$ cat config.mk
export PLATFORM = sky130hd
export DESIGN_NAME = uart_sample_streamer_flat
export DESIGN_NICKNAME = d
export VERILOG_FILES = /design/src/rtl/uart_sample_streamer_pkg.sv /design/src/rtl/uart_sample_streamer_if.sv /design/src/rtl/uart_sample_streamer_fifo.sv /design/src/rtl/uart_sample_streamer.sv /design/src/flat_wrapper.sv
export SDC_FILE = /design/constraint.sdc
export NUM_CORES = 1
export LEC_CHECK = 0
export ABC_CLOCK_PERIOD_IN_PS = 3800
export BUFFER_PORTS_ARGS = -buffer_cell sky130_fd_sc_hd__buf_2
export CAP_MARGIN = 0
export CORE_MARGIN = 5
export CORE_UTILIZATION = 60
export CTS_CLUSTER_SIZE = 28
export DETAILED_ROUTE_END_ITERATION = 10
export PLACE_DENSITY = 0.77
export SLEW_MARGIN = 0
export SYNTH_ARGS = -nofsm -noshare
export SYNTH_HDL_FRONTEND = slang
export SYNTH_SLANG_ARGS = --single-unit
export TNS_END_PERCENT = 100
$ cat constraint.sdc
create_clock -name sys_clock -period 3.8 [get_ports sys_clock]
set_input_delay 0.38 -clock sys_clock [delete_from_list [all_inputs] [get_ports sys_clock]]
set_output_delay 0.38 -clock sys_clock [all_outputs]
set_load 0.1 [all_outputs]
$ cat src/rtl/uart_sample_streamer_pkg.sv
// Shared types and constants for the UART sample streamer.
// The header option is selected with the UART_SYNC_HEADER_EN macro.
package uart_stream_pkg;

    typedef enum logic [1:0] {
        StIdle  = 2'd0,
        StStart = 2'd1,
        StData  = 2'd2,
        StStop  = 2'd3
    } ser_state_e;

    localparam int unsigned FrameBits       = 10;
    localparam logic [7:0]  SyncByteDefault = 8'hA5;

    function automatic int unsigned bytes_for(input int unsigned width);
        return (width + 7) / 8;
    endfunction

endpackage

$ cat src/rtl/uart_sample_streamer_if.sv
// Sample push handshake between the capture path (master) and the streamer (slave).
interface uart_sample_streamer_if #(
    parameter int unsigned DATA_W = 22
);
    logic              i_valid;
    logic [DATA_W-1:0] i_data;
    logic              new_frame;

    modport master (output i_valid, output i_data, output new_frame);
    modport slave  (input  i_valid, input  i_data, input  new_frame);
endinterface

$ cat src/rtl/uart_sample_streamer_fifo.sv
// Synchronous FIFO for the sample streamer; no write-to-read bypass.
module sample_fifo #(
    parameter int unsigned Width = 23,
    parameter int unsigned Depth = 16
) (
    input  logic                       clk_i,
    input  logic                       rst_i,
    input  logic                       push_i,
    input  logic [Width-1:0]           wdata_i,
    input  logic                       pop_i,
    output logic [Width-1:0]           rdata_o,
    output logic [$clog2(Depth+1)-1:0] fill_o,
    output logic                       full_o,
    output logic                       empty_o,
    output logic                       drop_o
);
    localparam int unsigned PtrW = (Depth > 1) ? $clog2(Depth) : 1;
    localparam int unsigned CntW = $clog2(Depth + 1);

    logic [Width-1:0] mem_q [Depth];
    logic [PtrW-1:0]  wr_ptr_q, wr_ptr_d;
    logic [PtrW-1:0]  rd_ptr_q, rd_ptr_d;
    logic [CntW-1:0]  count_q, count_d;
    logic             do_push, do_pop;

    always_comb begin
        full_o  = (count_q == CntW'(Depth));
        empty_o = (count_q == '0);
        do_pop  = pop_i && !empty_o;
        // A pop in the same cycle frees the slot, so a push while full still lands.
        do_push = push_i && (!full_o || do_pop);
        drop_o  = push_i && !do_push;

        wr_ptr_d = do_push ? wr_ptr_q + 1'b1 : wr_ptr_q;
        rd_ptr_d = do_pop  ? rd_ptr_q + 1'b1 : rd_ptr_q;
        case ({do_push, do_pop})
            2'b10:   count_d = count_q + 1'b1;
            2'b01:   count_d = count_q - 1'b1;
            default: count_d = count_q;
        endcase
    end

    always_ff @(posedge clk_i) begin
        if (rst_i) begin
            wr_ptr_q <= '0;
            rd_ptr_q <= '0;
            count_q  <= '0;
        end else begin
            wr_ptr_q <= wr_ptr_d;
            rd_ptr_q <= rd_ptr_d;
            count_q  <= count_d;
        end
    end

    always_ff @(posedge clk_i) begin
        if (do_push) begin
            mem_q[wr_ptr_q] <= wdata_i;
        end
    end

    assign rdata_o = mem_q[rd_ptr_q];
    assign fill_o  = count_q;

endmodule

$ cat src/rtl/uart_sample_streamer.sv
// Buffers samples and sends each as ceil(DATA_W/8) 8N1 bytes, LSB byte first.
// Define UART_SYNC_HEADER_EN to prefix frame-tagged samples with SYNC_BYTE.
module uart_sample_streamer
    import uart_stream_pkg::*;
#(
    parameter int unsigned DATA_W    = 22,
    parameter int unsigned DEPTH     = 16,
    parameter logic [7:0]  SYNC_BYTE = SyncByteDefault
) (
    input  logic                       sys_clock,
    input  logic                       reset,
    input  logic                       UART_send,
    input  logic                       clear_ovf,
    uart_sample_streamer_if.slave      push_if,
    output logic                       UART_TX,
    output logic [$clog2(DEPTH+1)-1:0] o_fill,
    output logic                       o_full,
    output logic                       o_empty,
    output logic                       o_overflow,
    output logic                       o_busy
);
    localparam int unsigned Bytes = bytes_for(DATA_W);
    localparam int unsigned WordW = Bytes * 8;

`ifdef UART_SYNC_HEADER_EN
    localparam int unsigned FifoW = DATA_W + 1;
`else
    localparam int unsigned FifoW = DATA_W;
`endif

    logic [FifoW-1:0] fifo_wdata, fifo_rdata;
    logic             fifo_pop, fifo_drop, word_tag;

`ifdef UART_SYNC_HEADER_EN
    assign fifo_wdata = {push_if.new_frame, push_if.i_data};
    assign word_tag   = fifo_rdata[DATA_W];
`else
    logic unused_new_frame;
    assign unused_new_frame = push_if.new_frame;
    assign fifo_wdata       = push_if.i_data;
    assign word_tag         = 1'b0;
`endif

    sample_fifo #(
        .Width (FifoW),
        .Depth (DEPTH)
    ) u_fifo (
        .clk_i   (sys_clock),
        .rst_i   (reset),
        .push_i  (push_if.i_valid),
        .wdata_i (fifo_wdata),
        .pop_i   (fifo_pop),
        .rdata_o (fifo_rdata),
        .fill_o  (o_fill),
        .full_o  (o_full),
        .empty_o (o_empty),
        .drop_o  (fifo_drop)
    );

    ser_state_e       state_q, state_d;
    logic             loaded_q, loaded_d;
    logic             hdr_q, hdr_d;
    logic [WordW-1:0] word_q, word_d;
    logic [2:0]       bytes_left_q, bytes_left_d;
    logic [2:0]       bit_idx_q, bit_idx_d;
    logic             tx_q, tx_d;
    logic             ovf_q, ovf_d;
    logic [7:0]       cur_byte_d;

    always_comb begin
        state_d      = state_q;
        loaded_d     = loaded_q;
        hdr_d        = hdr_q;
        word_d       = word_q;
        bytes_left_d = bytes_left_q;
        bit_idx_d    = bit_idx_q;
        fifo_pop     = 1'b0;

        if (state_q == StIdle && !loaded_q && !o_empty) begin
            fifo_pop                = 1'b1;
            loaded_d                = 1'b1;
            word_d                  = '0;
            word_d[DATA_W-1:0]      = fifo_rdata[DATA_W-1:0];
            hdr_d                   = word_tag;
            bytes_left_d            = 3'(Bytes);
        end

        if (UART_send) begin
            unique case (state_q)
                StIdle: begin
                    if (loaded_q) begin
                        state_d = StStart;
                    end
                end
                StStart: begin
                    state_d   = StData;
                    bit_idx_d = 3'd0;
                end
                StData: begin
                    if (bit_idx_q == 3'd7) begin
                        state_d = StStop;
                    end else begin
                        bit_idx_d = bit_idx_q + 3'd1;
                    end
                end
                StStop: begin
                    if (hdr_q) begin
                        hdr_d   = 1'b0;
                        state_d = StStart;
                    end else if (bytes_left_q == 3'd1) begin
                        state_d  = StIdle;
                        loaded_d = 1'b0;
                    end else begin
                        bytes_left_d = bytes_left_q - 3'd1;
                        word_d       = word_q >> 8;
                        state_d      = StStart;
                    end
                end
                default: state_d = StIdle;
            endcase
        end

        // TX is registered alongside the state so the line always mirrors state_q.
        cur_byte_d = hdr_d ? SYNC_BYTE : word_d[7:0];
        case (state_d)
            StStart: tx_d = 1'b0;
            StData:  tx_d = cur_byte_d[bit_idx_d];
            default: tx_d = 1'b1;
        endcase

        if (fifo_drop) begin
            ovf_d = 1'b1;
        end else if (clear_ovf) begin
            ovf_d = 1'b0;
        end else begin
            ovf_d = ovf_q;
        end
    end

    always_ff @(posedge sys_clock) begin
        if (reset) begin
            state_q      <= StIdle;
            loaded_q     <= 1'b0;
            hdr_q        <= 1'b0;
            word_q       <= '0;
            bytes_left_q <= '0;
            bit_idx_q    <= '0;
            tx_q         <= 1'b1;
            ovf_q        <= 1'b0;
        end else begin
            state_q      <= state_d;
            loaded_q     <= loaded_d;
            hdr_q        <= hdr_d;
            word_q       <= word_d;
            bytes_left_q <= bytes_left_d;
            bit_idx_q    <= bit_idx_d;
            tx_q         <= tx_d;
            ovf_q        <= ovf_d;
        end
    end

    assign UART_TX    = tx_q;
    assign o_overflow = ovf_q;
    assign o_busy     = (state_q != StIdle) || loaded_q;

endmodule

$ cat src/flat_wrapper.sv
// flat-port wrapper written by rule: the top's interface ports become plain ports
module uart_sample_streamer_flat import uart_stream_pkg::*;
#(
    parameter int unsigned DATA_W    = 22,
    parameter int unsigned DEPTH     = 16,
    parameter logic [7:0]  SYNC_BYTE = SyncByteDefault
)
  (sys_clock, reset, UART_send, clear_ovf, UART_TX, o_fill, o_full, o_empty, o_overflow, o_busy, push_if_i_valid, push_if_i_data, push_if_new_frame);
  uart_sample_streamer_if #(.DATA_W(DATA_W)) push_if_i ();
  input  logic sys_clock;
  input  logic reset;
  input  logic UART_send;
  input  logic clear_ovf;
  output logic UART_TX;
  output logic [$clog2(DEPTH+1)-1:0] o_fill;
  output logic o_full;
  output logic o_empty;
  output logic o_overflow;
  output logic o_busy;
  input wire logic [$bits(push_if_i.i_valid)-1:0] push_if_i_valid;
  input wire logic [$bits(push_if_i.i_data)-1:0] push_if_i_data;
  input wire logic [$bits(push_if_i.new_frame)-1:0] push_if_new_frame;
  assign push_if_i.i_valid = push_if_i_valid;
  assign push_if_i.i_data = push_if_i_data;
  assign push_if_i.new_frame = push_if_new_frame;
  uart_sample_streamer #(.DATA_W(DATA_W), .DEPTH(DEPTH), .SYNC_BYTE(SYNC_BYTE)) u_core (.sys_clock(sys_clock), .reset(reset), .UART_send(UART_send), .clear_ovf(clear_ovf), .push_if(push_if_i), .UART_TX(UART_TX), .o_fill(o_fill), .o_full(o_full), .o_empty(o_empty), .o_overflow(o_overflow), .o_busy(o_busy));
endmodule
==> flow_metrics.env <==
export IMPL_status="finished, final reports clean"
export IMPL_period_share=0.752
export IMPL_intPower_mw=8.48
export IMPL_initial_core_util=0.604
export IMPL_clkPwrFrac=0.325
export IMPL_post_cts_resized=0
export IMPL_cts_made_buffers=41
export IMPL_p_sw_mw=3.31
export IMPL_ios=38
export IMPL_antenna_found_initial=2
export IMPL_drcViolationCount=0
export IMPL_synth_edff_count=352
export IMPL_cp_required_ns=4.20
export IMPL_cts_setup_buffers=0
export IMPL_p_leak_nw=5.90
export IMPL_drtAntennaViolNets=0
export IMPL_clkSlewWorstSetupHoldPaths_ns=0.06
export IMPL_area_growth_pct=12.4
export IMPL_tns_ns=0
export IMPL_track_usage=0.228
export IMPL_die_y_um=174
export IMPL_cts_tree="yes"
export IMPL_critPathTopFamily="flip-flops"
export IMPL_hpwl_um=18600
export IMPL_yosysWarnings=0
export IMPL_comb_power_share=0.220
export IMPL_cap_violations=0
export IMPL_setup_violations=0
export IMPL_routed_wl_um=33500
export IMPL_grt_max_degree=48
export IMPL_layout_common_cells="edfxtp_1 (352), mux4_2 (82), nand2_1 (54)"
export IMPL_place_area_sq_um=16800
export IMPL_tightest_slew_ns=0.836
export IMPL_design_area_sq_um=18100
export IMPL_cp_max_fo=47
export IMPL_syn_area_sq_um=16100
export IMPL_fmax_ghz=0.350
export IMPL_vias=8280
export IMPL_synth_area_per_cell_sq_um=18.8
export IMPL_hold_path_class="input pin to flop"
export IMPL_drv_slew=0
export IMPL_rows=60
export IMPL_dieArea_sq_um=30200
export IMPL_synth_area_leader_cell="edfxtp_1"
export IMPL_crit_buf_inv=1
export IMPL_grt_first_pass_wirelength_um=52000
export IMPL_critical_path_class="flop to flop"
export IMPL_worst_endpoint_arrival_ns=3.25
export IMPL_synth_seq_area_share=0.722
export IMPL_layout_commonest_cell="edfxtp_1"
export IMPL_fin_nets=969
export IMPL_grt_setup_unrepaired="false"
export IMPL_end_kind="flop"
export IMPL_ir_worst_vdd_uv=452
export IMPL_avgViaCountPerCell=6.38
export IMPL_drt_first_pass_iters=5
export IMPL_cts_hold_buf=0
export IMPL_pwr_share_seq=0.456
export IMPL_gp_congestion=0.854
export IMPL_min_from="clear_ovf"
export IMPL_rrSetupSlack_ns=0.94
export IMPL_synth_seq_cells=405
export IMPL_crit_path_max_incr_delay_ns=0.83
export IMPL_crit_path_cell_trace="buf_4 -> mux4_2 -> o22ai_1 -> nor4_2 -> o221ai_1 -> a31oi_1 -> o31ai_1 -> o311ai_1"
export IMPL_period_needed_ns=2.86
export IMPL_io_buffers=36
export IMPL_cts_buffer_depth=3
export IMPL_die_w_um=174
export IMPL_cts_root_buf="clkbuf_16"
export IMPL_fin_skew_ns=0.0216
export IMPL_slew_headroom=0.443
export IMPL_syn_nets=900
export IMPL_cp_start_kind="flop"
export IMPL_globalRouteOverflowTotal=0
export IMPL_p_per_area_nw_per_um2=652
export IMPL_grt_pass1_vias=8487
export IMPL_drive_gt1_frac=0.266
export IMPL_switching_share=0.281
export IMPL_ys_types=72
export IMPL_async_reset_ff_frac=0
export IMPL_insertion_delay_ns=0.54
export IMPL_synthFlopType="edfxtp_1"
export IMPL_cts_htree_levels=2
export IMPL_syn_inst=856
export IMPL_first_iter_violations=901
export IMPL_hold_viol=0
export IMPL_coreArea_sq_um=26700
export IMPL_synth_top_area_frac=0.657
export IMPL_wl_per_cell_um=25.9
export IMPL_synth_area_top_cells="edfxtp_1 (66%), mux4_2 (11%), dfxtp_1 (6.6%), mux4_1 (2.0%), nor2_1 (1.3%)"
export IMPL_cts_sinks=405
export IMPL_critPathSlowestCell="dfxtp_4"
==> cell type report <==
cell class                      instances  area (sq um)
Sequential cell                       405         11600
Fill cell                            1653          8550
Multi-Input combinational cell        397          4220
Clock buffer                           61          1160
Timing Repair Buffer                   70           485
Tap cell                              341           427
Clock inverter                         12           121
Inverter                               10          37.5
Antenna cell                            1          2.50
==> flip-flops by register name (all words and copies together) (netlist names), named ones only <==
name,cells
u_core.word_q,24
u_core.UART_TX,1
u_core.bytes_left_q,3
u_core.state_q,2
u_core.o_overflow,1
u_core.hdr_q,1
u_core.loaded_q,1
u_core.u_fifo.wr_ptr_q,4
u_core.bit_idx_q,3
u_core.u_fifo.fill_o,5
u_core.u_fifo.mem_q,352
u_core.u_fifo.rd_ptr_q,4
==> path summary, 6_finish.rpt <==
| path | to | cells past startpoint |
|---|---|---|
| hold reg to reg | u_core.word_q[21] | 2 |
| setup / recovery | u_core.UART_TX | 8 |
| hold / removal | u_core.o_overflow | 3 |
| setup reg to reg | u_core.UART_TX | 8 |
==> worst register-to-register path, cell delays in order (launching register included) <==
cell	delay, ns
dfxtp_4	0.83
buf_4	0.51
mux4_2	0.55
o22ai_1	0.21
nor4_2	0.10
o221ai_1	0.20
a31oi_1	0.11
o31ai_1	0.09
o311ai_1	0.13
==> cell usage after synthesis, types with 3 or more instances <==
master / count
clkbuf_1: 12
a21oi_1: 19
nand2b_1: 7
a22oi_1: 5
buf_6: 5
buf_4: 5
xor2_1: 4
inv_1: 10
o22ai_1: 5
mux4_2: 82
nor2_1: 55
and2_1: 4
and2b_2: 3
edfxtp_1: 352
mux2i_1: 18
xnor2_1: 6
a311oi_1: 8
nand2_1: 54
nor3_1: 13
o21ai_0: 7
and3_1: 7
ha_1: 15
dfxtp_1: 53
a211oi_1: 6
mux4_1: 12
a21o_1: 5
nand4_1: 3
buf_2: 16
mux2_2: 6
==> cells by family (layout without fill, tap and decap cells) <==
kind of cell    after synthesis  count (layout)  share of synthesized area
simple gates                166             166                     0.0484
xor+xnor                     10              10                    0.00544
flops                       405             405                      0.722
fa+ha+maj                    16              16                     0.0129
compound gates               87              87                     0.0409
mux                         118             118                      0.150
other cells                   0               1                          0
buf+inv                      54             153                     0.0203
==> metal layers <==
metal,wire [um],track usage,vias to the layer above
met5,7,0,-
met4,576,0.0581,2
met3,2370,0.0384,54
met2,16500,0.369,339
met1,14100,0.331,4289
li1,-,-,3596
==> per-stage QoR <==
stage	std cells	setup WS, ns	hold WS, ns	utilization	total power [mW]
5_1_grt	1296	0.785	0.129	0.679	12.3
4_1_cts	1296	0.959	0.112	0.679	11.9
2_1_floorplan	856	0.101	0.437	-	7.46
3_3_place_gp	1223	0.984	0.445	0.631	8.02
6_report	1297	0.942	0.124	0.679	11.8
3_5_place_dp	1223	0.988	0.450	0.631	8.06
==> power by group through the flow <==
stage	logic (mW)	clock network [mW]	registers [mW]
after CTS	2.61	3.89	5.37
after global placement	2.56	0	5.45
after detailed placement	2.60	0	5.46
final	2.59	3.83	5.38
after global routing	2.81	4.11	5.41
after floorplan	2.04	0	5.42
No activity file was read; power rests on OpenSTA's default activity.
